File: config.mk
export PLATFORM = sky130hd
export DESIGN_NAME = adc_uart_tx
export DESIGN_NICKNAME = d
export VERILOG_FILES = /design/src/rtl/adc_uart_pkg.sv /design/src/rtl/adc_word_fifo.sv /design/src/rtl/adc_uart_tx.sv
export SDC_FILE = /design/constraint.sdc
export NUM_CORES = 1
export LEC_CHECK = 0
export CELL_PAD_IN_SITES_DETAIL_PLACEMENT = 1
export CELL_PAD_IN_SITES_GLOBAL_PLACEMENT = 2
export CORE_UTILIZATION = 46
export DETAILED_ROUTE_END_ITERATION = 10
export GPL_ROUTABILITY_DRIVEN = 0
export PLACE_DENSITY = 0.89
export SLEW_MARGIN = 10
export SYNTH_ARGS = -nofsm -noshare
export SYNTH_HDL_FRONTEND = slang
export SYNTH_SLANG_ARGS = --single-unit
File: constraint.sdc
create_clock -name clk_ext -period 7.4 [get_ports clk_ext]
set_input_delay 1.11 -clock clk_ext [delete_from_list [all_inputs] [get_ports clk_ext]]
set_output_delay 1.11 -clock clk_ext [all_outputs]
set_load 0.01 [all_outputs]
File: src/rtl/adc_uart_pkg.sv
// Shared definitions for the ADC-to-UART packet transmitter.
// Build option: define ADC_UART_CHECKSUM_EN to append an XOR checksum byte
// (byte1 ^ byte2 ^ byte3) to every packet, giving 5 bytes instead of 4.
package adc_uart_pkg;

   // First byte of every packet, lets the PC resynchronise on the stream.
   localparam logic [7:0] SYNC_BYTE = 8'hA5;

   // Width of the ADC word the packet layout is built around.
   localparam int ADC_W = 18;

`ifdef ADC_UART_CHECKSUM_EN
   localparam int PKT_BYTES = 5;
`else
   localparam int PKT_BYTES = 4;
`endif

   // Framing FSM states; NEXT is the final cycle of each stop bit.
   typedef enum logic [2:0] {
      IDLE  = 3'd0,
      LOAD  = 3'd1,
      START = 3'd2,
      DATA  = 3'd3,
      STOP  = 3'd4,
      NEXT  = 3'd5
   } tx_state_t;

   // Returns byte number idx of the packet carrying word.
   function automatic logic [7:0] pkt_byte(input logic [ADC_W-1:0] word,
                                           input logic [2:0]       idx);
      logic [7:0] b;
      b = SYNC_BYTE;
      case (idx)
         3'd1:    b = {6'b0, word[17:16]};
         3'd2:    b = word[15:8];
         3'd3:    b = word[7:0];
`ifdef ADC_UART_CHECKSUM_EN
         3'd4:    b = {6'b0, word[17:16]} ^ word[15:8] ^ word[7:0];
`endif
         default: b = SYNC_BYTE;
      endcase
      return b;
   endfunction

endpackage

File: src/rtl/adc_word_fifo.sv
// Small synchronous FIFO holding ADC words waiting for the UART.
// full/empty are registered so they are clean to use as FSM and status inputs.
// A write while full is only accepted when a read happens in the same cycle.
module adc_word_fifo #(
   parameter int WIDTH = 18,
   parameter int DEPTH = 4
) (
   input  logic             clk,
   input  logic             rstb,
   input  logic             wr_en,
   input  logic [WIDTH-1:0] wr_data,
   input  logic             rd_en,
   output logic [WIDTH-1:0] rd_data,
   output logic             full,
   output logic             empty
);

   localparam int AW = (DEPTH > 1) ? $clog2(DEPTH) : 1;
   localparam int CW = AW + 1;

   logic [WIDTH-1:0] mem [DEPTH];
   logic [AW-1:0]    wr_ptr;
   logic [AW-1:0]    rd_ptr;
   logic [CW-1:0]    count;
   logic [CW-1:0]    count_next;
   logic             do_wr;
   logic             do_rd;

   assign do_rd   = rd_en && !empty;
   assign do_wr   = wr_en && (!full || do_rd);
   assign rd_data = mem[rd_ptr];

   // Occupancy after this cycle's push/pop, used to register full/empty.
   always_comb begin
      count_next = count;
      case ({do_wr, do_rd})
         2'b10:   count_next = count + CW'(1);
         2'b01:   count_next = count - CW'(1);
         default: count_next = count;
      endcase
   end

   // Storage array; contents are don't-care while the pointers say empty.
   always_ff @(posedge clk) begin
      if (do_wr) begin
         mem[wr_ptr] <= wr_data;
      end
   end

   // Pointers, occupancy and registered flags.
   always_ff @(posedge clk or negedge rstb) begin
      if (!rstb) begin
         wr_ptr <= '0;
         rd_ptr <= '0;
         count  <= '0;
         full   <= 1'b0;
         empty  <= 1'b1;
      end else begin
         if (do_wr) wr_ptr <= wr_ptr + AW'(1);
         if (do_rd) rd_ptr <= rd_ptr + AW'(1);
         count <= count_next;
         full  <= (count_next == CW'(DEPTH));
         empty <= (count_next == '0);
      end
   end

endmodule

File: src/rtl/adc_uart_tx.sv
// ADC word to UART packet transmitter (8N1, idle high).
// Each queued ADC word is sent as SYNC_BYTE followed by the word split into
// bytes, MSB byte first; with ADC_UART_CHECKSUM_EN defined a trailing XOR
// checksum byte is added.
// adc_valid is a push-only strobe with no back-pressure: a word arriving while
// the FIFO is full (and not popping that cycle) is dropped and overflow sticks.
module adc_uart_tx
   import adc_uart_pkg::*;
#(
   parameter int CLK_DIV    = 434,
   parameter int ADC_BITS   = 18,
   parameter int FIFO_DEPTH = 4
) (
   input  logic                clk_ext,
   input  logic                rstb_ext,
   input  logic                adc_valid,
   input  logic [ADC_BITS-1:0] adc_data,
   output logic                uart_txd,
   output logic                busy,
   output logic                fifo_full,
   output logic                overflow,
   output tx_state_t           fsm_state
);

   localparam logic [15:0] DIV_LAST  = 16'(CLK_DIV - 1);
   // STOP is one cycle short because NEXT supplies the last stop-bit cycle,
   // keeping every byte exactly 10 * CLK_DIV cycles long.
   localparam logic [15:0] STOP_LAST = 16'(CLK_DIV - 2);
   localparam logic [2:0]  LAST_BYTE = 3'(PKT_BYTES - 1);

   tx_state_t           state;
   logic [15:0]         cnt;
   logic [2:0]          bit_idx;
   logic [2:0]          byte_idx;
   logic [7:0]          tx_byte;
   logic [ADC_BITS-1:0] word_q;

   logic                fifo_empty;
   logic                pop;
   logic                push;
   logic [ADC_BITS-1:0] fifo_word;

   assign pop       = (state == LOAD);
   assign push      = adc_valid && (!fifo_full || pop);
   assign busy      = (state != IDLE) || !fifo_empty;
   assign fsm_state = state;

   adc_word_fifo #(
      .WIDTH (ADC_BITS),
      .DEPTH (FIFO_DEPTH)
   ) u_fifo (
      .clk     (clk_ext),
      .rstb    (rstb_ext),
      .wr_en   (push),
      .wr_data (adc_data),
      .rd_en   (pop),
      .rd_data (fifo_word),
      .full    (fifo_full),
      .empty   (fifo_empty)
   );

   // Sticky drop flag: set when a word arrives with no room for it.
   always_ff @(posedge clk_ext or negedge rstb_ext) begin
      if (!rstb_ext) begin
         overflow <= 1'b0;
      end else if (adc_valid && fifo_full && !pop) begin
         overflow <= 1'b1;
      end
   end

   // Framing FSM with baud counter and registered serial output.
   always_ff @(posedge clk_ext or negedge rstb_ext) begin
      if (!rstb_ext) begin
         state    <= IDLE;
         cnt      <= '0;
         bit_idx  <= '0;
         byte_idx <= '0;
         tx_byte  <= '0;
         word_q   <= '0;
         uart_txd <= 1'b1;
      end else begin
         case (state)
            IDLE: begin
               uart_txd <= 1'b1;
               if (!fifo_empty) state <= LOAD;
            end
            LOAD: begin
               word_q   <= fifo_word;
               byte_idx <= '0;
               bit_idx  <= '0;
               cnt      <= '0;
               tx_byte  <= pkt_byte(fifo_word, 3'd0);
               uart_txd <= 1'b0;
               state    <= START;
            end
            START: begin
               if (cnt == DIV_LAST) begin
                  cnt      <= '0;
                  bit_idx  <= '0;
                  uart_txd <= tx_byte[0];
                  state    <= DATA;
               end else begin
                  cnt <= cnt + 16'd1;
               end
            end
            DATA: begin
               if (cnt == DIV_LAST) begin
                  cnt <= '0;
                  if (bit_idx == 3'd7) begin
                     bit_idx  <= '0;
                     uart_txd <= 1'b1;
                     state    <= STOP;
                  end else begin
                     bit_idx  <= bit_idx + 3'd1;
                     uart_txd <= tx_byte[1];
                     tx_byte  <= {1'b1, tx_byte[7:1]};
                  end
               end else begin
                  cnt <= cnt + 16'd1;
               end
            end
            STOP: begin
               if (cnt == STOP_LAST) begin
                  cnt   <= '0;
                  state <= NEXT;
               end else begin
                  cnt <= cnt + 16'd1;
               end
            end
            NEXT: begin
               if (byte_idx == LAST_BYTE) begin
                  byte_idx <= '0;
                  state    <= IDLE;
               end else begin
                  byte_idx <= byte_idx + 3'd1;
                  tx_byte  <= pkt_byte(word_q, byte_idx + 3'd1);
                  uart_txd <= 1'b0;
                  state    <= START;
               end
            end
            default: begin
               uart_txd <= 1'b1;
               state    <= IDLE;
            end
         endcase
      end
   end

endmodule

# --- Yosys cells after proc, flatten, opt, wreduce, memory -nomap -nowiden ---
# Memories as Yosys holds them, arrays and structs flattened. A register that Yosys moved wholly into a read port is not among the register bits.
# Cells that the tools add are included.
word_totals:
  mem_bits_rw: 72
  memories: 1
  romBits: 0
  out_inout_bits: 7
  word_cells: 96
  input_bits: 21
  latch_bits: 0
  regBits: 44
op_classes:
  n_eq_ne: 22
  magnitude_cmp: 0
  n_addsub: 7
  n_bitwise: 1
  multipliers: 0
  div_mod_pow: 0
  shifts: 0
  n_reduce_logical: 24
  muxes: 29
memory_table:
  columns: ["memory", "depth", "word_bits", "read_ports", "rd_ports_with_merged_regs", "write_ports", "line_no", "text"]
  rows:
  - ["u_fifo.mem", 4, 18, 1, 1, 1, "adc_word_fifo.sv:21", "logic [WIDTH-1:0] mem [DEPTH];"]
op_table:
  columns: ["op", "n"]
  rows:
  - ["$pmux W16 S3", 1]
  - ["$pmux W8 S3", 2]
  - ["$eq A16 B9 Y1 const B", 2]
  - ["$mux W16", 2]
  - ["$mux W3", 9]
  - ["$mux W8", 3]
  - ["$pmux W3 S6", 1]
  - ["$add A16 B1 Y16 const B", 1]
  - ["$eq A3 B2 Y1 const B", 5]
  - ["$ne A2 B2 Y1 const B", 7]
  - ["$eq A3 B3 Y1 const B", 4]
  - ["$pmux W3 S2", 2]
  - ["$reduce_bool A3 Y1", 4]
  - ["$add A3 B1 Y3 const B", 3]
  - ["$pmux W3 S3", 1]
  - ["$reduce_and A4 Y1", 2]
  - ["$eq A3 B1 Y1 const B", 2]
  - ["$logic_not A3 Y1", 2]
  - ["$mux W1", 6]
  - ["$logic_and A1 B1 Y1", 5]
  - ["$pmux W1 S5", 1]
  - ["$reduce_and A5 Y1", 1]
  - ["$add A2 B1 Y2 const B", 2]
  - ["$logic_not A1 Y1", 4]
  - ["9 further kinds", 11]

# --- Longest topological paths before layout ---
logic_depth:
  depth_word: 7
  mapped_depth: 12
  depth_no_buf: 11

# --- By module ---
# From an unflattened synthesis, not the netlist that was laid out.
unflattened:
  hier_cells: 415
  area_unflattened_um2: 5928.2
modules_own_cells:
  columns: ["module", "area_each_um2", "cells_each", "seq_area_each_um2", "instances"]
  rows:
  - ["adc_word_fifo", 3120.5, 140, 2388.5, 1]
  - ["adc_uart_tx", 2807.7, 275, 1327.5, 1]

# --- Least setup slack after synthesis ---
# No wires, ideal clock.
synth_path:
  kind: "in2reg"
  start: "in adc_valid"
  end: "reg u_fifo.full"
  n_path_buf: 1
  arrival_time_ns: 2.742
  t_required_ns: 7.327
  slack_ns: 4.586
  setup_ns: 0.073
  cell_stages: 8
  cell_sequence: "and2_1 clkbuf_1 inv_1 ha_1 fa_1 mux2_2 or2_2 nor2b_1"
synth_between:
  elab_chain_len: 5
  word_cells_on_any_way: 6
  classes_between: "eq/ne (3); mux (1); reduce/logical (2)"
synth_lines:
  columns: ["item", "line_no", "text"]
  rows:
  - ["start: declaration", "adc_uart_tx.sv:16", "input logic adc_valid,"]
  - ["$logic_and A1 B1 Y1 *", "adc_uart_tx.sv:44", "assign push = adc_valid && (!fifo_full || pop);"]
  - ["$logic_and A1 B1 Y1 *", "adc_word_fifo.sv:30", "assign do_wr = wr_en && (!full || do_rd);"]
  - ["$eq A2 B1 Y1 or $eq A2 B2 Y1 (tied branches)", "adc_word_fifo.sv:36", "case ({do_wr, do_rd})"]
  - ["$pmux W3 S2 *", "adc_word_fifo.sv:36", null]
  - ["net u_fifo.count_next[1]", "adc_word_fifo.sv:25", "logic [CW-1:0] count_next;"]
  - ["$eq A3 B3 Y1 *", "adc_word_fifo.sv:62", "full <= (count_next == CW'(DEPTH));"]
  - ["end signal: assignment", "adc_word_fifo.sv:62", null]
  - ["end: declaration", "adc_word_fifo.sv:14", "output logic full,"]
# Mark *: on every way through the listed nets, which the timed path passes. The rest lies on a longest branch.
# A chain may end at the register's enable or synchronous reset.

# --- Worst setup path after layout ---
layout_path:
  start: "reg state[0], in the netlist fsm_state[0]"
  end: "reg u_fifo.full"
layout_between:
  elab_chain_len: 7
  word_cells_on_any_way: 10
  classes_between: "eq/ne (4); mux (1); reduce/logical (5)"
layout_lines:
  columns: ["item", "line_no", "text"]
  rows:
  - ["start: declaration", "adc_uart_tx.sv:31", "tx_state_t state;"]
  - ["start signal: assignment", "adc_uart_tx.sv:74", "state <= IDLE;"]
  - ["start signal: assignment", "adc_uart_tx.sv:85", "if (!fifo_empty) state <= LOAD;"]
  - ["start signal: assignment", "adc_uart_tx.sv:94", "state <= START;"]
  - ["$eq A3 B1 Y1 *", "adc_uart_tx.sv:43", "assign pop = (state == LOAD);"]
  - ["$logic_or A1 B1 Y1 or $logic_and A1 B1 Y1 (tied branches)", "adc_uart_tx.sv:44, adc_word_fifo.sv:29", null]
  - ["$logic_and A1 B1 Y1 or $logic_or A1 B1 Y1 (tied branches)", "adc_uart_tx.sv:44, adc_word_fifo.sv:30", null]
  - ["$logic_and A1 B1 Y1", "adc_word_fifo.sv:30", null]
  - ["$eq A2 B1 Y1 or $eq A2 B2 Y1 (tied branches)", "adc_word_fifo.sv:36", null]
  - ["$pmux W3 S2 *", "adc_word_fifo.sv:36", null]
  - ["net u_fifo.count_next[1]", "adc_word_fifo.sv:25", null]
  - ["$eq A3 B3 Y1 *", "adc_word_fifo.sv:62", null]
# Marked as above.

==> impl_metrics.ini <==
[outcome]
status = complete, no violations

[detailed_routing]
ant_nets = 0
drc = 0
totalWireLength_mm = 12.6
via_per_inst = 5.45
firstDrtPassIters = 4
drt_iter0_drc = 188
num_vias = 3611
wl_per_cell_um = 19.1

[synthesis]
synthesis.nets = 487
synth_top_family_by_area = simple AND/OR/NAND/NOR gates
synth_area_sq_um = 5930
synth-adder-area-share_pct = 3.71
synth-compound-area-share_pct = 7.51
ys.flop_type = edfxtp_1
synth_xor_area_share_pct = 2.07
synth-simple-area-share_pct = 12.8
synth_edf_count = 72
seq_area_frac_synth_pct = 62.7
synth.avg_cell_area_sq_um = 13.2
ys_types = 57
syn_inst = 449
synth-seq-cells = 134
async_flop_share_pct = 46.3
synth_mux_area_share_pct = 8.34
yosys_warnings = 0

[floorplan]
die_y_um = 116
io_pins = 28
core_area_sq_um = 12600
start_util_pct = 47.2
die_x_um = 116
dieArea_sq_um = 13300
fp-row-count = 41

[sta]
fmax_ghz = 0.273
clock_skew_ns = 0.0115
fin_crit_ns = 3.66
period_share_pct = 49.4
finalHoldViolCount = 0
slew_viol_final = 0
holdWs_ns = 0.481
finalSetupTns_ns = 0
rsz0062_at_grt = false
tightest_slew_ns = 0.942
slew_headroom_pct = 37.2
setup_viol = 0

[power_and_ir_drop]
netSwitchingFraction_pct = 29.7
p_int_mw = 1.75
power_frac_seq_pct = 45.9
comb_power_share_pct = 20.5
clkPwrFrac_pct = 33.6
p_leak_nw = 2.78
p_sw_uw = 738
power_density_nw_per_um2 = 361
ir_drop_mv = 0.243

[cts]
cts-resized-gates = 0
clock-sinks = 134
cts_tree = yes
clkTransAtPathRegs_ns = 0.06
clock_path_buffers = 2
cts_root_buffer = clkbuf_16
clk_latency_ns = 0.42
h-tree-depth = 4
ctsHoldBuffers = 0
cts_setup_buffers = 0
cts_buffers = 17

[critical_path]
worstPathMaxFanout = 21
required_ns = 7.74
crit_path_start_kind = register
cp.arrival_ns = 4.00
critPathCaptureType = register
worst-setup-path-type = reg2reg
worstRegToRegCells = 10

[place]
dp_hpwl_mm = 8.14
place_area_sq_um = 6320
portBuffers = 27

[job]
max_cap_violations = 0

[cells_and_area]
fill_cells = 1255
area_growth_pct = 16.5
diodes = 0
final_area_sq_um = 6910
fin_nets = 516
drive_above_1_share_pct = 14.7

[hold_path]
hold_path_class = reg2reg
min_path_cells = 2

[grt]
grt_busiest_layer = met2
met3_usage_pct = 6.12
antenna_found_initial = 0
grt_pass1_wl_mm = 21.0
grt_pass1_vias = 3913
grt-ovfl-total = 0
grt_max_degree = 63
grt_util_met1_pct = 27.4
grt_use_met2_pct = 35.5
grt_usage_pct = 21.5
[cells by family (layout without fill, tap and decap cells)]
family / Yosys count / count (layout)
multiplexers: 26 / 26
AND/OR/NAND/NOR: 155 / 155
flip-flops: 134 / 134
buffers and inverters: 36 / 78
AO/OA/AOI/OAI: 67 / 67
XOR/XNOR: 14 / 14
adder cells (fa/ha/maj): 17 / 17
[power by group through the flow]
stage	Combinational, mW	Sequential, mW	Clock (mW)
after floorplan	0.396	1.08	0
after global placement	0.486	1.14	0
after detailed placement	0.511	1.15	0
after CTS	0.522	1.14	0.852
after global routing	0.573	1.17	0.879
final	0.512	1.14	0.836
[critical path, cell delays in order (launching register included)]
cell      delay (ns)
dfrtp_1         0.69
and2b_1         0.27
nand2b_1        0.43
o21ai_0         0.36
and2_1          0.35
inv_1           0.09
ha_1            0.23
fa_1            0.44
mux2_2          0.29
or2_2           0.31
nor2b_1         0.12
[layout make-up]
type	instances	area (sq um)	area share [%]
clock buffer	19	443	6.41
inverter	16	60.1	0.870
tap	172	215	3.12
sequential	134	3720	53.8
clock inverter	13	141	2.05
timing repair buffer	30	288	4.17
multi-input combinational	279	2040	29.6
[cells in the final DEF, fill, tap and decap left out, drive strengths merged, types with 4 or more instances in the layout]
master | netlist | final
nand2 | 95 | 95
edfxtp | 72 | 72
dfrtp | 60 | 60
clkdlybuf4s50 | 0 | 26
o21ai | 24 | 24
inv | 15 | 21
clkbuf | 7 | 19
mux4 | 18 | 18
ha | 16 | 16
nor2 | 15 | 15
nand3 | 9 | 9
xnor2 | 8 | 8
a21oi | 8 | 8
mux2 | 7 | 7
a31oi | 7 | 7
xor2 | 6 | 6
and3 | 6 | 6
and2 | 6 | 6
a22o | 5 | 5
and4 | 4 | 4
nand4 | 4 | 4
buf | 13 | 4
clkinv | 1 | 4
[routing by layer]
metal  up-vias  wire length (um)
li1       1686                 -
met1      1855              5690
met2        62              6430
met3         8               402
met4         0               108
met5         -                 0
[cell usage after synthesis (8+ instances only)]
master | n | area (sq um)
nand2_1 | 95 | 357
edfxtp_1 | 72 | 2160
dfrtp_1 | 60 | 1500
o21ai_0 | 23 | 115
mux4_2 | 18 | 405
ha_1 | 16 | 200
inv_1 | 15 | 56.3
nor2_1 | 14 | 52.6
a21oi_1 | 8 | 40.0
buf_2 | 8 | 40.0
nand3_1 | 8 | 40.0
xnor2_1 | 8 | 70.1
[per-stage QoR]
step	total power, mW	instances	utilization, %	setup slack, ns
6_report	2.49	663	55.0	3.74
5_1_grt	2.62	663	55.0	3.44
4_1_cts	2.52	663	54.9	3.70
3_5_place_dp	1.67	631	50.3	3.79
3_3_place_gp	1.62	631	50.3	4.03
2_1_floorplan	1.48	449	-	4.59
[path summary, 6_finish.rpt]
| path | start | to | slack [ns] |
|---|---|---|---|
| worst min-delay path | word_q[9] | word_q[9] | 0.48 |
| worst max-delay path | fsm_state[0] | u_fifo.full | 3.74 |
| max in group asynchronous | rstb_ext | word_q[11] | 5.98 |
| worst min register to register | word_q[9] | word_q[9] | 0.48 |
| worst max register to register | fsm_state[0] | u_fifo.full | 3.74 |
| min in group asynchronous | rstb_ext | cnt[9] | 0.87 |
[flip-flops by register name (all words and copies together), names as in the netlist, 3 cells and up]
name and count:
fsm_state 3, word_q 18, bit_idx 3, tx_byte 8, u_fifo.count 3, byte_idx 3
u_fifo.mem 72, cnt 16
Power figures use the tool's default switching activity.
